$ cat src/rtl/gpio_in_filter_irq.sv
`default_nettype none
// ============================================================================
// Module   : gpio_in_filter_irq
// Brief    : GPIO input synchroniser, per-bit debounce, edge-to-flag latch and
//            irq generation behind a small bus-mapped register window.
// Revision : 1.0 - initial release
// ============================================================================
module gpio_in_filter_irq #(
    parameter int unsigned WIDTH      = 32,
    parameter int unsigned DEB_CYCLES = 4,
    parameter int unsigned CNT_W      = 8,
    parameter logic [31:0] IER_ADDR   = 32'd131,
    parameter logic [31:0] IFR_ADDR   = 32'd132,
    parameter logic [31:0] EDGE_ADDR  = 32'd133,
    parameter logic [31:0] PINF_ADDR  = 32'd134
) (
    input  logic             clk,
    input  logic             arst_n,
    input  logic [WIDTH-1:0] pin_raw,
    input  logic [31:0]      bus_addr,
    input  logic [31:0]      bus_i_data,
    input  logic             we,
    output logic [31:0]      bus_o_data,
    output logic [WIDTH-1:0] pin_filt,
    output logic             irq
);

    localparam logic [CNT_W-1:0] C_CNT_LAST = CNT_W'(DEB_CYCLES - 1);
    localparam logic [CNT_W-1:0] C_CNT_ONE  = CNT_W'(1);

    logic [WIDTH-1:0] r_s1;
    logic [WIDTH-1:0] r_s2;
    logic [WIDTH-1:0] r_filt;
    logic [WIDTH-1:0] r_ier;
    logic [WIDTH-1:0] r_ifr;
    logic [WIDTH-1:0] r_edge;
    logic [WIDTH-1:0] w_done;
    logic [WIDTH-1:0] w_event;
    logic [WIDTH-1:0] w_wdata;
    logic [WIDTH-1:0] w_rd_field;
    logic             w_wr_ier;
    logic             w_wr_ifr;
    logic             w_wr_edge;

    assign w_wdata   = bus_i_data[WIDTH-1:0];
    assign w_wr_ier  = we && (bus_addr == IER_ADDR);
    assign w_wr_ifr  = we && (bus_addr == IFR_ADDR);
    assign w_wr_edge = we && (bus_addr == EDGE_ADDR);

    always_ff @(posedge clk or negedge arst_n) begin
        if (!arst_n) begin
            r_s1 <= '0;
            r_s2 <= '0;
        end else begin
            r_s1 <= pin_raw;
            r_s2 <= r_s1;
        end
    end

    for (genvar gi = 0; gi < WIDTH; gi++) begin : g_bit
        logic [CNT_W-1:0] r_cnt;

        // Last stable cycle reached: the filtered level flips on this edge.
        assign w_done[gi] = (r_s2[gi] != r_filt[gi]) && (r_cnt == C_CNT_LAST);

        always_ff @(posedge clk or negedge arst_n) begin
            if (!arst_n) begin
                r_cnt <= '0;
            end else if ((r_s2[gi] == r_filt[gi]) || w_done[gi]) begin
                r_cnt <= '0;
            end else begin
                r_cnt <= r_cnt + C_CNT_ONE;
            end
        end
    end

    // A completed bit always moves filt towards s2, so the new level equals s2.
    assign w_event = w_done & ~(r_s2 ^ r_edge);

    always_ff @(posedge clk or negedge arst_n) begin
        if (!arst_n) begin
            r_filt <= '0;
            r_ier  <= '0;
            r_edge <= '0;
            r_ifr  <= '0;
        end else begin
            r_filt <= r_filt ^ w_done;
            if (w_wr_ier) begin
                r_ier <= w_wdata;
            end
            if (w_wr_edge) begin
                r_edge <= w_wdata;
            end
            // New events OR in after the clear so a same-edge set wins.
            r_ifr <= (w_wr_ifr ? (r_ifr & ~w_wdata) : r_ifr) | w_event;
        end
    end

    always_comb begin
        w_rd_field = '0;
        bus_o_data = '0;
        case (bus_addr)
            IER_ADDR:  w_rd_field = r_ier;
            IFR_ADDR:  w_rd_field = r_ifr;
            EDGE_ADDR: w_rd_field = r_edge;
            PINF_ADDR: w_rd_field = r_filt;
            default:   w_rd_field = '0;
        endcase
        bus_o_data[WIDTH-1:0] = w_rd_field;
    end

    assign pin_filt = r_filt;
    assign irq      = |(r_ifr & r_ier);

endmodule
`default_nettype wire

$ cat config.mk
export PLATFORM = sky130hd
export DESIGN_NAME = gpio_in_filter_irq
export DESIGN_NICKNAME = d
export VERILOG_FILES = /design/src/rtl/gpio_in_filter_irq.sv
export SDC_FILE = /design/constraint.sdc
export NUM_CORES = 1
export LEC_CHECK = 0
export ABC_CLOCK_PERIOD_IN_PS = 2250
export CAP_MARGIN = 20
export CORE_ASPECT_RATIO = 1.5
export CORE_UTILIZATION = 25
export DETAILED_ROUTE_END_ITERATION = 10
export DONT_BUFFER_PORTS = 1
export PLACE_DENSITY = 0.45
export SLEW_MARGIN = 10
export SYNTH_ARGS = -nofsm -noshare
export SYNTH_HDL_FRONTEND = slang
export SYNTH_SLANG_ARGS = --single-unit
$ cat constraint.sdc
create_clock -name clk -period 2.25 [get_ports clk]
set_input_delay 0 -clock clk [delete_from_list [all_inputs] [get_ports clk]]
set_output_delay 0 -clock clk [all_outputs]
set_load 0.005 [all_outputs]
==> impl_metrics.csv <==
group,metric,value,unit
worst_setup_path,path_delay_family,"simple AND/OR/NAND/NOR gates",
clock_network,max-clock-path-buffers,3,
worst_hold_path,min_path_type,"primary input to async pin",
route,drc_errors,14,
clock_network,cts-root-buf,"clkbuf_16",
clock_network,cts_htree_levels,2,
sta,timing.final.crit_share,97.3,%
worst_setup_path,buf_inv_on_cp,0,
die,die_w,234,microns
route,drt-total-wl,54900,microns
layout,final_cell_utilization_of_the_core,30.3,%
die,die-area,81900,sq um
sta,achievable-frequency,0.457,GHz
grt,antenna_violations_before_repair,6,
pwr,switchingPower,6.61,mW
sta,timing.hold.ws,-843,ps
sta,finalHoldViolCount,448,
sta,slew_viol_final,369,
grt,grt_start_max_net_pins,449,
yosys,synth-warning-count,0,
pwr,power.ir.vdd_worst,0.555,mV
route,viasPerCell,4.65,
pwr,pwr-share-comb,15.1,%
die,num_io_pins,164,
pwr,sequentialPowerShare,49.0,%
status,status,"complete, but fails checks",
yosys,ys_ff_latch,448,
yosys,synth_top_flop_cell,"dfrtp_1",
placement,placement.io_buffers,0,
pwr,pwr-share-clk,36.0,%
route,wl_per_cell,17.7,microns
worst_setup_path,critPathCaptureType,"output pin",
worst_setup_path,timing.critical_path.fanout_max,2,
pwr,power.total,21.5,mW
placement,gp_congestion,0.771,
route,vias,14400,
run,max-cap-violations,0,
pwr,power_per_cell_area,888,nW/um^2
yosys,postSynthCellCount,1875,
yosys,post_synthesis_area_per_instance,10.8,sq um
die,row_count,127,
worst_setup_path,critical-path-max-stage-delay,560,ps
clock_network,cts_num_sinks,448,
pwr,total_internal_power,14.9,mW
sta,setup_violations,0,
sta,final_critical_path_setup_slack,61.8,ps
yosys,synth_seq_area_share,55.5,%
sta,final_period_minus_worst_setup_slack,2190,ps
worst_setup_path,criticalPathCategory,"register to output pin",
layout,fillCellCount,8174,
grt,grt_pass1_vias,14700,
yosys,synth.net_count,2006,
die,die_h,350,microns
placement,dp_hpwl,36300,microns
sta,worst_pin_slew,3050,ps
pwr,power.static_leakage,10.8,nW
layout,fin_nets,2161,
status,violations,"DRC, hold timing, slew limit",
worst_setup_path,crit_path_top_delay_cell,"or4_4",
worst_setup_path,crit_path_start_kind,"register",
sta,worst_clock_skew,10.0,ps
yosys,ys_async_sr_fraction,100,%
worst_setup_path,crit_chain,"a22o_4 -> a221oi_4 -> nand3_2 -> or4_4",
route,drt-initial-drc-count,933,
worst_setup_path,critical_path_arrival,2190,ps
grt,global_router_s_overall_resource_usage,13.6,%
pwr,switching_share,30.7,%
route,drtPass1Iterations,8,
sta,unrepaired_setup_endpoints_after_global_routing,"true",
grt,gr-total-overflow,0,
clock_network,clock_tree_from_tritoncts,"built",
route,ant_nets_after_route,0,
yosys,synthesis.area,20200,sq um
yosys,synth_edf_count,0,
yosys,yosys.cell_types.count,41,
layout,syn2layout_area_growth,20.1,%
sta,slew_headroom,-103,%
grt,grt_first_pass_wirelength,86100,microns
layout,share_of_final_layout_standard_cells_stronger_than_drive_strength_1,8.30,%
clock_network,clock_pin_slew_on_the_worst_setup_and_hold_paths,60,ps
clock_network,cts-buffers-inserted,49,
clock_network,clkLatencyLatePin,590,ps
placement,post-place-ws,152,ps
die,initial_core_util,25.3,%
worst_setup_path,critical_path_required,2250,ps
clock_network,hold_buffers,102,
die,design.core.area,79900,sq um
## cells in the final DEF (no fill, tap or decap), types with 41 or more instances in the layout
master         synthesis  routed
dlygate4sd3_1          0     101
clkbuf_16              0      49
nor2_1               345     345
mux2_1                60      60
o21ai_0               45      45
a21oi_1               46      46
nand3_1              196     195
and3_1                88      88
xor2_1               167     167
nand2_1               95      95
dfrtp_1              448     448
buf_4                  3      41
xnor2_1               55      55
## metrics by stage
stage / instance area, sq um / TNS, ps / instances
2_1_floorplan: 20200 / 0 / 1875
3_3_place_gp: 21600 / 0 / 2907
5_1_grt: 24300 / -26.1 / 3095
3_5_place_dp: 21600 / 0 / 2907
6_report: 24300 / 0 / 3097
4_1_cts: 24200 / -43.7 / 3092
## registers in the layout (all words and copies together) (netlist names), named ones only
name / cells
g_bit.r_cnt: 256
r_edge: 32
r_ier: 32
r_ifr: 32
r_s2: 32
r_s1: 32
## power by group through the flow
| stage | Combinational, mW | Clock, mW | Sequential [mW] |
|---|---|---|---|
| after floorplan | 2.48 | 0 | 10.2 |
| after global placement | 3.03 | 0 | 10.7 |
| after detailed placement | 3.08 | 0 | 10.7 |
| after CTS | 3.30 | 8.09 | 10.6 |
| after global routing | 3.74 | 8.39 | 10.8 |
| final | 3.25 | 7.75 | 10.5 |
## repair_timing
action,CTS,global route
gates cloned,0,0
endpoints found under the hold margin,576,448
gates resized for setup,7,0
setup endpoints to repair,1,1
buffers inserted,2,0
pin swaps,2,1
## layout make-up
class / instances / area, sq um / share of cell area (%)
Sequential cell: 448 / 11200 / 46.2
Multi-Input combinational cell: 1383 / 8850 / 36.5
Clock buffer: 72 / 1450 / 5.99
Timing Repair Buffer: 145 / 1380 / 5.68
Tap cell: 1032 / 1290 / 5.32
Clock inverter: 9 / 51.3 / 0.211
Antenna cell: 5 / 12.5 / 0.0516
Inverter: 3 / 11.3 / 0.0464
## Yosys cell counts (4+ instances only)
library cell | instances | area (sq um)
xnor2_1 | 55 | 482
nor2_1 | 345 | 1290
mux2_1 | 60 | 676
nor4_1 | 32 | 200
ha_1 | 32 | 400
clkbuf_1 | 27 | 101
o2bb2ai_1 | 16 | 140
and2_1 | 17 | 106
and3_1 | 88 | 551
nor3_1 | 6 | 30.0
xor2_1 | 167 | 1460
nand2_1 | 95 | 357
nand4_1 | 6 | 37.5
mux2_2 | 36 | 405
dfrtp_1 | 448 | 11200
nor3b_1 | 10 | 75.1
nand2b_1 | 4 | 25.0
o31ai_1 | 32 | 240
a21oi_1 | 46 | 230
nor2b_1 | 9 | 56.3
nand3_1 | 196 | 981
a22oi_1 | 28 | 210
o21ai_0 | 45 | 225
mux2i_1 | 34 | 340
buf_1 | 5 | 18.8
## final timing paths
kind                       slack (ps)                end  cells after the start               from
setup / recovery                   60                irq                      4          r_ier[27]
hold / removal                   -840            r_s1[1]                      0             arst_n
setup reg to reg                  440           register                      3  g_bit[8].r_cnt[5]
hold reg to reg                   350           r_s2[10]                      0           r_s1[10]
max in group asynchronous         740  g_bit[9].r_cnt[0]                      0             arst_n
min in group clk                   80         r_edge[24]                      5        bus_addr[1]
## kinds of logic (layout without fill, tap and decap cells)
family	count (synthesis)	in the layout	share of synthesized area, %
DFF	448	448	55.5
other	0	5	0
muxes	130	130	7.04
adders and majority gates	32	32	1.98
buffers and inverters	44	229	1.00
and+or+nand+nor	825	825	19.4
AOI/OAI and AO/OA	174	174	5.47
xor gates and xnor gates	222	222	9.63
## layer usage
layer  track usage (%)  wire length, microns  vias to the layer above
li1                  -                     -                     6811
met1              17.0                 23100                     7168
met2              22.4                 26300                      322
met3              3.29                  3370                      102
met4              5.71                  2050                        6
met5                 0                    39                        -
Power figures use the tool's default switching activity.
